## config.mk

```make
export PLATFORM = sky130hd
export DESIGN_NAME = uart_rx_flat
export DESIGN_NICKNAME = d
export VERILOG_FILES = /design/src/rtl/uart_if.sv /design/src/rtl/uart_rx.sv /design/src/flat_wrapper.sv
export SDC_FILE = /design/constraint.sdc
export NUM_CORES = 1
export LEC_CHECK = 0
export CAP_MARGIN = 0
export CORE_ASPECT_RATIO = 0.8
export CORE_MARGIN = 3
export CORE_UTILIZATION = 30
export DETAILED_ROUTE_END_ITERATION = 10
export SLEW_MARGIN = 0
export SYNTH_ARGS = -nofsm -noshare
export SYNTH_HDL_FRONTEND = slang
export SYNTH_SLANG_ARGS = --single-unit
```

## constraint.sdc

```tcl
create_clock -name clk -period 2.74 [get_ports clk]
set_input_delay 0.822 -clock clk [delete_from_list [all_inputs] [get_ports clk]]
set_output_delay 0.822 -clock clk [all_outputs]
set_load 0.005 [all_outputs]
```

## src/rtl/uart_if.sv

```systemverilog
// Receiver-to-consumer link: the serial line in, and the received word out via valid/ready.
// The word moves on any clock edge where valid && ready. The producer holds data stable while valid is high.
interface uart_if #(
    parameter int DATA_WIDTH = 8
);
    logic                  sig;
    logic [DATA_WIDTH-1:0] data;
    logic                  valid;
    logic                  ready;

    // master: the receiver. slave: the consumer of received words.
    modport master (input sig, input ready, output data, output valid);
    modport slave  (input data, input valid, output ready);
endinterface

```

## src/rtl/uart_rx.sv

```systemverilog
// UART receiver: 1 start bit, DATA_WIDTH data bits sent LSB first, 1 stop bit.
// Each received word is presented on rxif.data with a valid/ready handshake.
module uart_rx #(
    parameter int DATA_WIDTH = 8,
    parameter int BAUD_RATE  = 115200,
    parameter int CLK_FREQ   = 100_000_000
) (
    input  logic    clk,
    input  logic    rstn,
    uart_if.master  rxif
);
    localparam int PULSE_WIDTH = CLK_FREQ / BAUD_RATE;
    localparam int CNT_W = (PULSE_WIDTH > 1) ? $clog2(PULSE_WIDTH) : 1;
    localparam int IDX_W = (DATA_WIDTH > 1) ? $clog2(DATA_WIDTH) : 1;
    localparam logic [CNT_W-1:0] CNT_LAST = CNT_W'(PULSE_WIDTH - 1);
    localparam logic [CNT_W-1:0] CNT_MID  = CNT_W'(PULSE_WIDTH / 2);
    localparam logic [CNT_W-1:0] CNT_ONE  = CNT_W'(1);
    localparam logic [IDX_W-1:0] IDX_LAST = IDX_W'(DATA_WIDTH - 1);
    localparam logic [IDX_W-1:0] IDX_ONE  = IDX_W'(1);

    typedef enum logic [2:0] {IDLE, START, DATA, STOP, BREAK} state_t;

    state_t                state, state_n;
    logic [CNT_W-1:0]      cnt, cnt_n;
    logic [IDX_W-1:0]      idx, idx_n;
    logic [DATA_WIDTH-1:0] shift;
    logic                  sig_meta, s_sig;
    logic                  sample, load;

    // The line is asynchronous. The synchronizer resets to 1, the idle level of the line.
    always_ff @(posedge clk or negedge rstn) begin
        if (!rstn) begin
            sig_meta <= 1'b1;
            s_sig    <= 1'b1;
        end else begin
            sig_meta <= rxif.sig;
            s_sig    <= sig_meta;
        end
    end

    always_ff @(posedge clk or negedge rstn) begin
        if (!rstn) begin
            state <= IDLE;
            cnt   <= '0;
            idx   <= '0;
        end else begin
            state <= state_n;
            cnt   <= cnt_n;
            idx   <= idx_n;
        end
    end

    // START waits half a bit period, to the middle of the start bit.
    // Each later state waits one full bit period, so every sample lands mid-bit.
    always_comb begin
        state_n = state;
        cnt_n   = cnt;
        idx_n   = idx;
        sample  = 1'b0;
        load    = 1'b0;
        case (state)
            IDLE: begin
                cnt_n = '0;
                if (!s_sig) state_n = START;
            end
            START: begin
                if (cnt == CNT_MID) begin
                    cnt_n   = '0;
                    idx_n   = '0;
                    state_n = s_sig ? IDLE : DATA;
                end else begin
                    cnt_n = cnt + CNT_ONE;
                end
            end
            DATA: begin
                if (cnt == CNT_LAST) begin
                    cnt_n  = '0;
                    sample = 1'b1;
                    if (idx == IDX_LAST) state_n = STOP;
                    else                 idx_n   = idx + IDX_ONE;
                end else begin
                    cnt_n = cnt + CNT_ONE;
                end
            end
            STOP: begin
                if (cnt == CNT_LAST) begin
                    cnt_n = '0;
                    if (s_sig) begin
                        load    = 1'b1;
                        state_n = IDLE;
                    end else begin
                        state_n = BREAK;
                    end
                end else begin
                    cnt_n = cnt + CNT_ONE;
                end
            end
            BREAK: begin
                // Framing error: wait for the line to return high before looking for a new start bit.
                cnt_n = '0;
                if (s_sig) state_n = IDLE;
            end
            default: state_n = IDLE;
        endcase
    end

    // A new word overrides a handshake on the same edge, so an overrun keeps valid high.
    always_ff @(posedge clk or negedge rstn) begin
        if (!rstn) begin
            shift      <= '0;
            rxif.data  <= '0;
            rxif.valid <= 1'b0;
        end else begin
            if (sample) shift[idx] <= s_sig;
            if (load) begin
                rxif.data  <= shift;
                rxif.valid <= 1'b1;
            end else if (rxif.valid && rxif.ready) begin
                rxif.valid <= 1'b0;
            end
        end
    end
endmodule

```

## src/flat_wrapper.sv

```systemverilog
// flat-port wrapper written by rule: the top's interface ports become plain ports
module uart_rx_flat 
#(
    parameter int DATA_WIDTH = 8,
    parameter int BAUD_RATE  = 115200,
    parameter int CLK_FREQ   = 100_000_000
)
  (clk, rstn, rxif_sig, rxif_ready, rxif_data, rxif_valid);
  uart_if #(.DATA_WIDTH(DATA_WIDTH)) rxif_i ();
  input  logic clk;
  input  logic rstn;
  input wire logic [$bits(rxif_i.sig)-1:0] rxif_sig;
  input wire logic [$bits(rxif_i.ready)-1:0] rxif_ready;
  output wire logic [$bits(rxif_i.data)-1:0] rxif_data;
  output wire logic [$bits(rxif_i.valid)-1:0] rxif_valid;
  assign rxif_i.sig = rxif_sig;
  assign rxif_i.ready = rxif_ready;
  assign rxif_data = rxif_i.data;
  assign rxif_valid = rxif_i.valid;
  uart_rx #(.DATA_WIDTH(DATA_WIDTH), .BAUD_RATE(BAUD_RATE), .CLK_FREQ(CLK_FREQ)) u_core (.clk(clk), .rstn(rstn), .rxif(rxif_i));
endmodule
```

==> impl_metrics.csv <==
group,metric,value,unit
floorplan,die-height,75.9,um
clock_network,cts_buffer_depth,2,
sta,fin_skew,0.00753,ns
floorplan,dieWidth,93.4,um
floorplan,die_area,7090,um^2
outcome,status,"finished clean",
clock_network,post_cts_resize_count,0,
clock_network,clkTransAtPathRegs,0.07,ns
sta,setup-tns-final,0,ns
floorplan,fp.coreArea,5680,um^2
route,drt_iter0_markers,96,
sta,final.hold.worst_slack,0.357,ns
clock_network,clk-insertion-delay-late,0.29,ns
sta,max_slew_margin,58.1,%
layout,design_area,2140,um^2
global_route,vias_in_the_first_global_route,1252,
clock_network,hold_bufs_at_cts,0,
run,cap_viol_max_count,0,
sta,timing.final.crit_share,71.3,%
synthesis,post_synthesis_average_cell_area,11.3,um^2
route,postRouteWirelength,3400,um
synthesis,synth_sequential_area_ratio,47.9,%
route,postRouteAntennaNets,0,
layout,area_delta_synth_final,16.9,%
global_route,grt_antenna_before_repair,0,
floorplan,rows,24,
worst_setup_path,cells_along_the_critical_path,"clkdlybuf4s50_1",
placement,dp.final_hpwl,2360,um
synthesis,mappedNetlistArea,1830,um^2
synthesis,postSynth.topFlopCell,"sky130_fd_sc_hd__dfrtp_1",
clock_network,numClockSinks,35,
sta,report.final.setup_viol,0,
route,detail_route.wl_per_cell,13.4,um
worst_setup_path,critPathCaptureType,"output port",
synthesis,number_of_synthesized_flops_with_an_enable_pin,0,
hold_path,classification_of_the_worst_slack_hold_path,"reg -> reg",
synthesis,top_post_synthesis_cells_by_area,"sky130_fd_sc_hd__dfrtp_1 45%, sky130_fd_sc_hd__mux2_2 8.6%, sky130_fd_sc_hd__dfstp_2 2.9%, sky130_fd_sc_hd__ha_1 2.7%, sky130_fd_sc_hd__nand4_1 2.4%",
worst_setup_path,cpLargestDelayFamily,"buffers and inverters",
synthesis,synth-warning-count,0,
placement,portBuffers,12,
worst_setup_path,critPathLaunchType,"flop",
power,ir_drop,0.000316,V
worst_setup_path,critical_path.slowest_cell,"sky130_fd_sc_hd__clkdlybuf4s50_1",
layout,final_core_occ,37.7,%
global_route,overflow,0,
sta,achievable-frequency,512,MHz
clock_network,post-cts-setup-buffer-count,0,
global_route,total_global_route_track_usage,10.7,%
worst_setup_path,crit_arrival,1.13,ns
floorplan,initial_utilization,32.3,%
route,route.detailed.drc,0,
worst_setup_path,path_max_fanout,2,
floorplan,ioPinCount,13,
layout,post_route_cells_drive_above_1_share,25.1,%
power,p_leak,0.000953,uW
layout,fin_nets,182,
synthesis,synth-seq-cells,35,
synthesis,netlist-cell-type-count,55,
placement,postPlaceCellArea,2020,um^2
worst_setup_path,cp.buffers_inverters,1,
route,vias,1271,
clock_network,cts-root-buf,"sky130_fd_sc_hd__clkbuf_8",
synthesis,portion_of_synthesized_cell_area_occupied_by_the_leading_cell_type,45.1,%
synthesis,synthArstFlopShare,100,%
clock_network,tritoncts,"yes",
sta,report.final.hold_viol_count,0,
route,route.detailed.vias_per_inst,5.02,
sta,final.min_clock_period,1.95,ns
sta,final_max_slew_viol_count,0,
synthesis,post_synth_inst_count,162,
placement,routabilityCongestion,0.823,
sta,grt_setup_unrepaired,"no",
worst_setup_path,timing.critical_path.slowest_cell_delay,0.50,ns
route,dr.pass1.iters,4,
clock_network,cts_made_buffers,5,
sta,worstMarginPinSlew,0.624,ns
global_route,grt_max_degree,36,
power,power_density,475,nW/um^2
worst_setup_path,critical_path_data_required_time,1.92,ns
layout,insertedDiodeCount,0,
synthesis,cell_type_contributing_the_most_total_cell_area_after_synthesis,"sky130_fd_sc_hd__dfrtp_1",
worst_setup_path,worstSetupPathType,"reg -> out",
synthesis,net_count_after_synthesis,170,
clock_network,clock_tree.htree_level_count,2,
global_route,grt_first_pass_wirelength,6130,um
-- sequential cells by signal (all words and copies together), names as in the netlist --
| signal | cells |
|---|---|
| u_core.state | 3 |
| u_core.idx | 3 |
| u_core.sig_meta | 1 |
| u_core.cnt | 10 |
| u_core.rxif.data | 8 |
| u_core.shift | 8 |
| u_core.s_sig | 1 |
| u_core.rxif.valid | 1 |
-- cell type report --
class | count | area [um^2]
fillers | 556 | 3530
well taps | 78 | 97.6
repair buffers | 13 | 128
clock buffers | 6 | 82.6
inverters | 7 | 26.3
clock inverters | 2 | 35.0
multi-input cells | 112 | 895
flip-flops and latches | 35 | 878
-- logic make-up (layout without fill, tap and decap cells) --
group           Yosys count  count (layout)  share of synthesized area (%)
compound gates           27              27                           11.0
simple gates             60              60                           22.5
buf+inv                  15              28                           3.28
fa+ha+maj                 4               4                           2.73
flops                    35              35                           47.9
mux                      17              17                           10.6
xor+xnor                  4               4                           1.91
-- cells in the final DEF, fill, tap and decap left out, drive strengths merged, types with 3 or more instances in the layout --
cell type      netlist  final
a21oi                6      6
a31oi                3      3
and3                 4      4
and4                 3      3
clkbuf               5      6
clkdlybuf4s50        0     12
dfrtp               33     33
ha                   4      4
inv                  7      7
mux2                17     17
nand2               11     11
nand3                7      7
nand4                9      9
nor2                 8      8
nor2b                3      3
o21ai                6      6
xor2                 3      3
-- layer usage --
metal	routed length, um	track usage, %
met1	1870	16.6
met2	1360	14.1
met4	23	2.49
met3	144	3.47
met5	0	0
-- worst paths after layout --
path	depth (start not counted)	slack [ns]	to	startpoint
setup reg to reg	5	0.80	u_core.rxif.data[4]	u_core.cnt[0]
min in group asynchronous	2	0.95	u_core.rxif.data[6]	rstn
max in group asynchronous	2	1.45	u_core.sig_meta	rstn
setup / recovery	1	0.79	rxif_data[2]	u_core.rxif.data[2]
hold reg to reg	0	0.36	u_core.s_sig	u_core.sig_meta
hold / removal	0	0.36	u_core.s_sig	u_core.sig_meta
-- Yosys cell counts, drive strengths merged, types with 3 or more instances --
| cell | count |
|---|---|
| clkbuf | 5 |
| nor2 | 8 |
| inv | 7 |
| buf | 3 |
| xor2 | 3 |
| nand2 | 11 |
| nand3 | 7 |
| and4 | 3 |
| dfrtp | 33 |
| mux2 | 17 |
| and3 | 4 |
| nor2b | 3 |
| ha | 4 |
| o21ai | 6 |
| a21oi | 6 |
| a31oi | 3 |
| nand4 | 9 |
-- per-stage QoR --
| stage | setup WS (ns) | cells | total power, uW |
|---|---|---|---|
| 4_1_cts | 0.773 | 253 | 1030 |
| 3_5_place_dp | 0.804 | 245 | 548 |
| 5_1_grt | 0.618 | 253 | 1070 |
| 2_1_floorplan | 1.00 | 162 | 532 |
| 6_report | 0.786 | 253 | 1020 |
| 3_3_place_gp | 0.808 | 245 | 549 |
-- where the power goes --
part | switching (uW) | internal [uW]
Clock | 186 | 294
Combinational | 10.7 | 4.98
Sequential | 2.62 | 519
Total | 200 | 819
Power figures use the tool's default switching activity.
